**src/rtl/mem_stage.sv**
```systemverilog
// ============================================================================
// Module   : mem_stage
// Brief    : Pipeline memory stage with handshaked data-memory access, a
//            15-cycle access timeout and a terminal halt state.
// Revision : 1.0 - initial release
// ============================================================================
`default_nettype none

module mem_stage (
  input  logic        clk,
  input  logic        rst,
  input  logic        ValidIn,
  input  logic [15:0] AluRes,
  input  logic [15:0] RtOut,
  input  logic        RegWriteIn,
  input  logic        DMemWriteIn,
  input  logic        DMemEnIn,
  input  logic        MemToRegIn,
  input  logic        DMemDumpIn,
  input  logic [2:0]  RdAddrIn,
  input  logic        MemDone,
  input  logic [15:0] MemRdData,
  output logic        MemReq,
  output logic        MemWr,
  output logic [15:0] MemAddr,
  output logic [15:0] MemDataOut,
  output logic        Stall,
  output logic        WbValid,
  output logic        WbRegWrite,
  output logic [2:0]  WbRdAddr,
  output logic [15:0] WbData,
  output logic        Halt,
  output logic        MemErr
);

  typedef enum logic [1:0] {
    IDLE   = 2'd0,
    ACCESS = 2'd1,
    HALT   = 2'd2
  } state_t;

  // Counter value whose increment completes the fifteenth unacknowledged cycle.
  localparam logic [3:0] c_TO_LAST = 4'd14;

  state_t      state_q, state_d;
  logic [3:0]  cnt_q, cnt_d;
  logic [15:0] addr_q, addr_d;
  logic [15:0] wdata_q, wdata_d;
  logic        wr_q, wr_d;
  logic        m2r_q, m2r_d;
  logic        rw_q, rw_d;
  logic [2:0]  rd_q, rd_d;
  logic        wb_valid_q, wb_valid_d;
  logic        wb_rw_q, wb_rw_d;
  logic [2:0]  wb_rd_q, wb_rd_d;
  logic [15:0] wb_data_q, wb_data_d;
  logic        halt_q, halt_d;
  logic        err_q, err_d;

  logic w_access;
  logic w_accept;

  assign w_access = (state_q == ACCESS);
  assign w_accept = ValidIn && (state_q == IDLE);

  always_comb begin
    state_d    = state_q;
    cnt_d      = cnt_q;
    addr_d     = addr_q;
    wdata_d    = wdata_q;
    wr_d       = wr_q;
    m2r_d      = m2r_q;
    rw_d       = rw_q;
    rd_d       = rd_q;
    wb_valid_d = 1'b0;
    wb_rw_d    = wb_rw_q;
    wb_rd_d    = wb_rd_q;
    wb_data_d  = wb_data_q;
    halt_d     = halt_q;
    err_d      = err_q;

    case (state_q)
      IDLE: begin
        if (w_accept) begin
          if (DMemDumpIn) begin
            state_d = HALT;
            halt_d  = 1'b1;
          end else if (DMemEnIn) begin
            state_d = ACCESS;
            cnt_d   = 4'd0;
            addr_d  = AluRes;
            wdata_d = RtOut;
            wr_d    = DMemWriteIn;
            m2r_d   = MemToRegIn;
            rw_d    = RegWriteIn;
            rd_d    = RdAddrIn;
          end else begin
            wb_valid_d = 1'b1;
            wb_data_d  = AluRes;
            wb_rd_d    = RdAddrIn;
            wb_rw_d    = RegWriteIn;
          end
        end
      end
      ACCESS: begin
        if (MemDone) begin
          state_d    = IDLE;
          wb_valid_d = 1'b1;
          wb_rd_d    = rd_q;
          wb_rw_d    = rw_q && !wr_q;
          wb_data_d  = m2r_q ? MemRdData : addr_q;
        end else begin
          cnt_d = cnt_q + 4'd1;
          if (cnt_q == c_TO_LAST) begin
            state_d = HALT;
            halt_d  = 1'b1;
            err_d   = 1'b1;
          end
        end
      end
      HALT:    state_d = HALT;
      default: state_d = IDLE;
    endcase
  end

  always_ff @(posedge clk) begin
    if (rst) begin
      state_q    <= IDLE;
      cnt_q      <= 4'd0;
      addr_q     <= 16'd0;
      wdata_q    <= 16'd0;
      wr_q       <= 1'b0;
      m2r_q      <= 1'b0;
      rw_q       <= 1'b0;
      rd_q       <= 3'd0;
      wb_valid_q <= 1'b0;
      wb_rw_q    <= 1'b0;
      wb_rd_q    <= 3'd0;
      wb_data_q  <= 16'd0;
      halt_q     <= 1'b0;
      err_q      <= 1'b0;
    end else begin
      state_q    <= state_d;
      cnt_q      <= cnt_d;
      addr_q     <= addr_d;
      wdata_q    <= wdata_d;
      wr_q       <= wr_d;
      m2r_q      <= m2r_d;
      rw_q       <= rw_d;
      rd_q       <= rd_d;
      wb_valid_q <= wb_valid_d;
      wb_rw_q    <= wb_rw_d;
      wb_rd_q    <= wb_rd_d;
      wb_data_q  <= wb_data_d;
      halt_q     <= halt_d;
      err_q      <= err_d;
    end
  end

  assign MemReq     = w_access;
  assign MemWr      = w_access && wr_q;
  assign MemAddr    = w_access ? addr_q  : 16'd0;
  assign MemDataOut = w_access ? wdata_q : 16'd0;
  assign Stall      = (state_q != IDLE);
  assign WbValid    = wb_valid_q;
  assign WbRegWrite = wb_rw_q;
  assign WbRdAddr   = wb_rd_q;
  assign WbData     = wb_data_q;
  assign Halt       = halt_q;
  assign MemErr     = err_q;

endmodule

`default_nettype wire

```
**config.mk**
```make
export PLATFORM = sky130hd
export DESIGN_NAME = mem_stage
export DESIGN_NICKNAME = d
export VERILOG_FILES = /design/src/rtl/mem_stage.sv
export SDC_FILE = /design/constraint.sdc
export NUM_CORES = 1
export LEC_CHECK = 0
export BUFFER_PORTS_ARGS = -buffer_cell sky130_fd_sc_hd__buf_2
export CORE_UTILIZATION = 45
export DETAILED_ROUTE_END_ITERATION = 16
export PLACE_DENSITY = 0.83
export SLEW_MARGIN = 20
export SYNTH_ARGS = -nofsm -noshare
export SYNTH_HDL_FRONTEND = slang
export SYNTH_SLANG_ARGS = --single-unit
```
**constraint.sdc**
```tcl
create_clock -name clk -period 2.31 [get_ports clk]
set_clock_uncertainty 0.15 [all_clocks]
set_input_delay 0.231 -clock clk [delete_from_list [all_inputs] [get_ports clk]]
set_output_delay 0.231 -clock clk [all_outputs]
set_load 0.005 [all_outputs]
```
==> results of run 1 <==
-- worst max-delay path: stages, from the launching register on --
cell and delay [ns]:
dfxtp_1 0.40, nand2b_1 0.22, inv_2 0.21, buf_4 0.25, and2_1 0.16, buf_2 0.12
-- repair_timing --
| action | in CTS | in global routing |
|---|---|---|
| hold buffers | 34 | 2 |
| resized for setup | 0 | 0 |
| hold endpoints to repair | 34 | 2 |
-- logic make-up (layout without fill, tap and decap cells) --
| family | count (synthesis) | in the layout | share of synthesized area |
|---|---|---|---|
| AOI/OAI and AO/OA | 86 | 86 | 0.169 |
| adders and majority gates | 2 | 2 | 0.00833 |
| buffers and inverters | 34 | 183 | 0.0512 |
| DFF | 67 | 67 | 0.447 |
| muxes | 17 | 17 | 0.0567 |
| and+or+nand+nor | 178 | 178 | 0.268 |
-- cells in the final DEF, fill, tap and decap left out, types with 3 or more instances in the layout --
cell	instances
and2_1	33
buf_2	117
buf_4	12
dlygate4sd3_1	36
mux2i_1	17
o211ai_1	16
clkbuf_1	3
inv_1	3
nor2_1	9
dfxtp_1	67
a311oi_1	5
nand3_1	3
a21oi_1	61
clkbuf_8	10
nand2_1	119
-- power by group --
| group | internal (µW) | switching, µW |
|---|---|---|
| clock network | 403 | 393 |
| registers | 1200 | 25.5 |
| logic | 151 | 150 |
-- cells in the mapped netlist (all sizes together) --
| cell type | count | area [µm²] |
|---|---|---|
| a211oi | 1 | 7.51 |
| nand4bb | 1 | 11.3 |
| a21o | 1 | 7.51 |
| nor3 | 2 | 15.0 |
| dfxtp | 67 | 1340 |
| nand3 | 4 | 20.0 |
| a311oi | 5 | 43.8 |
| or2 | 2 | 12.5 |
| a21oi | 62 | 322 |
| or3 | 1 | 6.26 |
| inv | 4 | 15.0 |
| nor2b | 1 | 6.26 |
| buf | 11 | 67.6 |
| nand2b | 2 | 12.5 |
| and2 | 33 | 206 |
| nand2 | 119 | 447 |
| a31oi | 1 | 6.26 |
| mux2i | 17 | 170 |
| ha | 2 | 25.0 |
| nand3b | 1 | 7.51 |
| or4b | 1 | 13.8 |
| and3 | 1 | 6.26 |
| nor3b | 1 | 7.51 |
| clkbuf | 19 | 71.3 |
| nor2 | 9 | 33.8 |
| o211ai | 16 | 120 |
-- how the worst min path moves through the flow --
| stage | end | start |
|---|---|---|
| 4_1_cts | addr_q[15] | AluRes[15] |
| 3_3_place_gp | MemErr | MemErr |
| 3_5_place_dp | MemErr | MemErr |
| 5_1_grt | addr_q[6] | AluRes[6] |
| 6_report | rd_q[1] | RdAddrIn[1] |
| 2_1_floorplan | wdata_q[0] | RtOut[0] |
-- layout make-up --
| class | count | area (µm²) |
|---|---|---|
| fillers | 560 | 2220 |
| flip-flops and latches | 67 | 1340 |
| inverters | 4 | 15.0 |
| multi-input cells | 283 | 1510 |
| repair buffers | 166 | 1060 |
| well taps | 77 | 96.3 |
| clock buffers | 13 | 149 |
-- per-stage QoR --
stage / hold slack [ns] / std cells / area, µm² / power (µW) / utilization
2_1_floorplan: 0.217 / 384 / 3000 / 1380 / -
3_3_place_gp: 0.283 / 561 / 3660 / 1490 / 0.573
3_5_place_dp: 0.288 / 561 / 3660 / 1500 / 0.573
4_1_cts: 0.00122 / 608 / 4150 / 2340 / 0.650
5_1_grt: 0.00752 / 610 / 4170 / 2430 / 0.653
6_report: 0.0187 / 610 / 4170 / 2320 / 0.653
-- state kept, by name, summed over array words and instances, names as in the netlist, 2 cells and up --
signal and flops:
WbData 16, addr_q 16, wdata_q 16, cnt_q 4, WbRdAddr 3, rd_q 3, state_q 2
-- per-layer routing --
layer | up-vias | part of all wire | track usage
li1 | 1573 | - | -
met1 | 1447 | 0.40 | 0.274
met2 | 131 | 0.50 | 0.423
met3 | 30 | 0.060 | 0.0564
met4 | 0 | 0.033 | 0.125
met5 | - | 0 | 0
==> impl_metrics.toml, run 1 <==
[detailed_routing]
final_routed_drc_violation_total = 0
drtPass1Iterations = 4
routed_wire_length_per_instance_um = 13.9
detailroute.via_count = 3181
drtIter0Drc = 186
vias_per_cell = 5.21
antenna_violating_nets_remaining = 0
postRouteWirelength_um = 8460

[critical_path]
worstPathRequired_ns = 1.93
r2r_cells = 5
ff2ff_setup_slack_ns = 0.43
worstReg2RegEnd = "WbRdAddr[0]"
cp-start-kind = "register"
timing.critical_path.to_type = "output port"
critPathLaunch = "state_q[1]"
critical_path.max_fanout = 18
regToRegStartpoint = "state_q[0]"
critical_path_arrival_ns = 1.68
crit_type = "reg -> out"
timing.critical_path.to = "MemAddr[4]"

[global_route]
globalRouteOverflowTotal = 0
global_route_wire_length_before_repair_um = 13600
grt_start_max_net_pins = 41
grt_antenna_before_repair = 0
grt_usage = 0.242
first_global_vias = 3022

[synth]
syn-cell-area_mm2 = 0.00300
yosys_warnings = 0
ys_types = 30
netlist_instances = 384
synth-seq-area-share = 0.447
mappedNetlistNets = 446
flops_latches_synth = 67
post_synth.cell_area_avg_um2 = 7.82

[power_and_ir_drop]
p_leak_uw = 0.00176
max_rail_drop_vdd_mv = 0.469
power-per-cell-area_mw_per_mm2 = 556

[placement]
dp_hpwl_um = 5460
port_buffers = 117
place_ws_ns = 0.456
routability_congestion_estimate = 0.762

[cts]
clock_insertion_delay_worst_skew_ns = 0.33
post-cts-setup-buffers = 0
clock_sink_count = 67
cts.clk_slew.worst_paths_ns = 0.06
cts_made_buffers = 9
clock_path_buffers = 2
cts_tree = "done"
h-tree-depth = 3
cts_root_buffer = "clkbuf_8"

[sta]
period_share = 0.892
tightest_slew_ns = 0.610
max-slew-margin-rel = 0.594
timing.final.ws_setup_ns = 0.249
period_minus_slack_ns = 2.06
tns_ns = 0
report.final.setup_viol = 0
maxClockFrequency_mhz = 485
final_hold_viol_count = 0
grt_setup_unrepaired = "false"
drv_slew = 0

[worst_hold_path]
hold_path_depth = 3
worstHoldPathType = "in -> reg"

[layout]
drive_gt1_frac = 0.276
flow.area_growth_from_synthesis_pct = 38.9
finalNetCount = 593
diodes = 0

[floorplanning]
die_width_um = 83.7
chipHeight_um = 83.7
initial_core_util = 0.470
core.rowCount = 29
io-pin-count = 118
core-area_mm2 = 0.00639
dieArea_mm2 = 0.00700

[outcome]
run_status = "finished clean"

[job]
maxCapViolations = 0
No activity file was read; power rests on OpenSTA's default activity.
==> run 2, diff against run 1 <==
--- a/config.mk
+++ b/config.mk
@@ -6,9 +6,10 @@
 export NUM_CORES = 1
 export LEC_CHECK = 0
 export BUFFER_PORTS_ARGS = -buffer_cell sky130_fd_sc_hd__buf_2
+export CORE_MARGIN = 3
 export CORE_UTILIZATION = 45
 export DETAILED_ROUTE_END_ITERATION = 16
-export PLACE_DENSITY = 0.83
+export PLACE_DENSITY = 0.73
 export SLEW_MARGIN = 20
 export SYNTH_ARGS = -nofsm -noshare
 export SYNTH_HDL_FRONTEND = slang
==> impl_metrics.toml, run 2 (synthesis results as in run 1) <==
[critical_path]
critical_path.max_fanout = 39
cp-start-kind = "register"
path_buf_inv = 3
worstPathRequired_ns = 1.93
crit_path_top_delay_cell = "dfxtp_1"
critical-path-max-stage-delay_ns = 0.51
crit_type = "reg -> out"
timing.critical_path.cells = "nand2b_2 -> inv_2 -> buf_4 -> and2_1 -> buf_2"
timing.critical_path.to_type = "output port"
crit_family = "flip-flops"
critical_path_arrival_ns = 1.78

[detailed_routing]
final_routed_drc_violation_total = 0
detailroute.via_count = 3028
vias_per_cell = 4.96
antenna_violating_nets_remaining = 0
routed_wire_length_per_instance_um = 13.2
drtIter0Drc = 79
postRouteWirelength_um = 8090
drtPass1Iterations = 4

[placement]
port_buffers = 117
dp_hpwl_um = 5160
post_dp_cell_area_mm2 = 0.00363
place_ws_ns = 0.437
routability_congestion_estimate = 0.751

[sta]
maxClockFrequency_mhz = 462
period_share = 0.936
timing.final.ws_setup_ns = 0.148
report.final.setup_viol = 0
tns_ns = 0
period_minus_slack_ns = 2.16
hold_ws_ns = 0.0977
grt_setup_unrepaired = "false"
max-slew-margin-rel = 0.574
tightest_slew_ns = 0.639
drv_slew = 0
final_hold_viol_count = 0

[layout]
drive_gt1_frac = 0.279
most-common-layout-cells = "nand2_1 (119), buf_2 (117), dfxtp_1 (67)"
layout.cells.most_common = "nand2_1"
final_cell_area_mm2 = 0.00421
flow.area_growth_from_synthesis_pct = 40.1
diodes = 0
post-route-util = 0.655
finalNetCount = 591

[global_route]
global_route_wire_length_before_repair_um = 13100
first_global_vias = 2891
grt_start_max_net_pins = 43
grt_antenna_before_repair = 0
globalRouteOverflowTotal = 0
grt_usage = 0.216

[job]
maxCapViolations = 0

[cts]
cts_root_buffer = "clkbuf_8"
cts_tree = "done"
clock_sink_count = 67
cts.clk_slew.worst_paths_ns = 0.07
cts_made_buffers = 9
post-cts-setup-buffers = 0
clock_insertion_delay_worst_skew_ns = 0.35
h-tree-depth = 3
clock_path_buffers = 2

[power_and_ir_drop]
p_leak_uw = 0.00178
max_rail_drop_vdd_mv = 0.386
power-per-cell-area_mw_per_mm2 = 589

[worst_hold_path]
worstHoldPathType = "in -> reg"

[floorplanning]
die_width_um = 87.7
initial_core_util = 0.468
chipHeight_um = 87.7
dieArea_mm2 = 0.00769
core.rowCount = 29
core-area_mm2 = 0.00642
io-pin-count = 118

[outcome]
run_status = "finished clean"
## run 2: cell types whose count changed in the layout (fill, tap and decap cells not counted)
cell and delta:
buf_4 -4, clkinv_2 +3, clkbuf_1 -2, dlygate4sd3_1 +2, bufinv_16 +1, clkinvlp_4 +1
nand2b_1 -1, nand2b_2 +1
## run 2: worst reg2reg max path, cell delays in order (launching register included)
cell and delay [ns]:
dfxtp_1 0.37, or4b_4 0.58, a21o_1 0.41, nand2_1 0.16
a21oi_1 0.07
## run 2: stage by stage
step	std cells	total power, µW
2_1_floorplan	384	1380
3_3_place_gp	557	1490
3_5_place_dp	557	1490
4_1_cts	611	2490
5_1_grt	611	2590
6_report	611	2480
## run 2: timing repair
action / CTS / global route
endpoints found under the setup margin: 0 / 25
gates resized for setup: 0 / 1
hold buffers: 38 / 0
hold endpoints to repair: 38 / 0
## run 2: layout make-up
cell class / instances / area (µm²)
Clock buffer: 11 / 141
Clock inverter: 5 / 52.6
Fill cell: 574 / 2210
Inverter: 4 / 15.0
Multi-Input combinational cell: 283 / 1520
Sequential cell: 67 / 1340
Tap cell: 77 / 96.3
Timing Repair Buffer: 164 / 1050
## run 2: per-layer routing
metal / global-route usage / part of all wire / up-vias
met3: 0.0564 / 0.052 / 23
met2: 0.354 / 0.47 / 94
met5: 0 / 0 / -
met4: 0.105 / 0.032 / 0
met1: 0.263 / 0.44 / 1342
li1: - / - / 1569
## run 2: path summary, 6_finish.rpt
path / from / cells after the start / end / slack [ns]
setup / recovery: state_q[1] / 5 / MemDataOut[4] / 0.15
hold / removal: DMemDumpIn / 3 / Halt / 0.1
setup reg to reg: state_q[0] / 4 / WbData[12] / 0.45
hold reg to reg: MemErr / 2 / MemErr / 0.30
## run 2: power by group
group | internal, µW | leakage (µW) | switching (µW) | total (µW)
logic | 151 | 0.00113 | 147 | 298
clock network | 522 | 0.0000991 | 435 | 957
registers | 1200 | 0.000544 | 25.3 | 1220
total | 1870 | 0.00178 | 607 | 2480
==> run 3, diff against run 2 <==
--- a/config.mk
+++ b/config.mk
@@ -9,7 +9,7 @@
 export CORE_MARGIN = 3
 export CORE_UTILIZATION = 45
 export DETAILED_ROUTE_END_ITERATION = 16
-export PLACE_DENSITY = 0.73
+export PLACE_DENSITY_LB_ADDON = 0.3
 export SLEW_MARGIN = 20
 export SYNTH_ARGS = -nofsm -noshare
 export SYNTH_HDL_FRONTEND = slang
==> impl_metrics.toml, run 3 (synthesis results as in run 1) <==
[floorplanning]
chipHeight_um = 87.7
io-pin-count = 118
initial_core_util = 0.468
core-area_mm2 = 0.00642
dieArea_mm2 = 0.00769
die_width_um = 87.7
core.rowCount = 29

[detailed_routing]
final_routed_drc_violation_total = 0
drtPass1Iterations = 5
routed_wire_length_per_instance_um = 13.5
antenna_violating_nets_remaining = 0
detailroute.via_count = 3065
postRouteWirelength_um = 8230
vias_per_cell = 5.02
drtIter0Drc = 165

[global_route]
grt_usage = 0.215
grt_start_max_net_pins = 41
grt_antenna_before_repair = 0
global_route_wire_length_before_repair_um = 13200
globalRouteOverflowTotal = 0
first_global_vias = 2925

[sta]
final_hold_viol_count = 0
grt_setup_unrepaired = "false"
drv_slew = 0
maxClockFrequency_mhz = 470
period_share = 0.921
report.final.setup_viol = 0
tightest_slew_ns = 0.642
period_minus_slack_ns = 2.13
max-slew-margin-rel = 0.572
tns_ns = 0

[layout]
stdcell_count = 610
drive_gt1_frac = 0.278
register_area_mm2 = 0.00134
flow.area_growth_from_synthesis_pct = 39.5
finalNetCount = 590
fill_cells = 575
most-common-layout-cells = "nand2_1 (119), buf_2 (117), dfxtp_1 (67)"
post-route-util = 0.652
final_cell_area_mm2 = 0.00419
multi_input_gate_area_in_the_final_layout_mm2 = 0.00151
diodes = 0
layout.cells.most_common = "nand2_1"

[cts]
clock_path_buffers = 2
cts.clk_slew.worst_paths_ns = 0.07
cts_root_buffer = "clkbuf_8"
cts_made_buffers = 9
clock_insertion_delay_worst_skew_ns = 0.33
cts_tree = "done"
clock_sink_count = 67
post-cts-setup-buffers = 0
h-tree-depth = 3

[critical_path]
worstPathRequired_ns = 1.93
cp-start-kind = "register"
critical_path.max_fanout = 39
critPathLaunch = "state_q[1]"
critical_path_arrival_ns = 1.75
regToRegStartpoint = "state_q[0]"
timing.critical_path.to_type = "output port"
crit_type = "reg -> out"

[worst_hold_path]
worstHoldPathType = "in -> reg"
worstHoldStart = "RegWriteIn"

[placement]
routability_congestion_estimate = 0.790
post_dp_cell_area_mm2 = 0.00363
placedCellCount = 559
dp_hpwl_um = 5310
port_buffers = 117

[power_and_ir_drop]
p_leak_uw = 0.00177
power-per-cell-area_mw_per_mm2 = 601
max_rail_drop_vdd_mv = 0.326

[outcome]
run_status = "finished clean"

[job]
maxCapViolations = 0
-- run 3: cell count changes in the layout (fill, tap and decap cells not counted), sizes merged --
cell	change
clkbuf	+4
clkinvlp	-1
dlygate4sd3	-3
clkinv	-3
buf	+2
-- run 3: area by class of cell --
type / count / area share
Tap cell: 77 / 0.0230
Clock inverter: 1 / 0.00717
Multi-Input combinational cell: 283 / 0.361
Sequential cell: 67 / 0.320
Clock buffer: 15 / 0.0421
Inverter: 4 / 0.00359
Timing Repair Buffer: 163 / 0.243
-- run 3: worst max-delay path: stages (launching register included) --
cell and delay [ns]:
dfxtp_1 0.50, nand2b_2 0.28, inv_2 0.05, buf_4 0.23, and2_1 0.21, buf_2 0.13
-- run 3: where the power goes --
group          internal [µW]  switching [µW]  leakage [µW]  total (µW)
clock                    589             411      0.000104        1000
combinational            147             147       0.00113         295
sequential              1200            25.0      0.000544        1220
total                   1930             583       0.00177        2520
-- run 3: repair_timing --
| item | in CTS | in global routing |
|---|---|---|
| hold endpoints to repair | 35 | 0 |
| resized for setup | 0 | 1 |
| hold buffers | 35 | 0 |
| setup endpoints to repair | 0 | 32 |
-- run 3: per-stage QoR --
step                hold slack [ns]  power, µW  worst slack, ns
finish                       0.0154       2520            0.183
global route                0.00624       2630           0.0366
CTS                         0.00137       2540            0.105
detailed placement            0.293       1490            0.429
global placement              0.288       1490            0.462
floorplan                     0.217       1380            0.549
-- run 3: final timing paths --
check                                    to  slack (ns)  depth (start not counted)
worst max-delay path            MemAddr[11]        0.18                          5
worst min-delay path                   rw_q        0.02                          3
worst max register to register  WbRdAddr[0]        0.39                          5
worst min register to register   WbData[12]        0.30                          2
-- run 3: layer usage --
layer	track usage	up-vias	share of wire
met2	0.368	90	0.51
met1	0.259	1396	0.42
met4	0.0795	0	0.017
met3	0.0555	12	0.055
met5	0	-	0
li1	-	1567	-
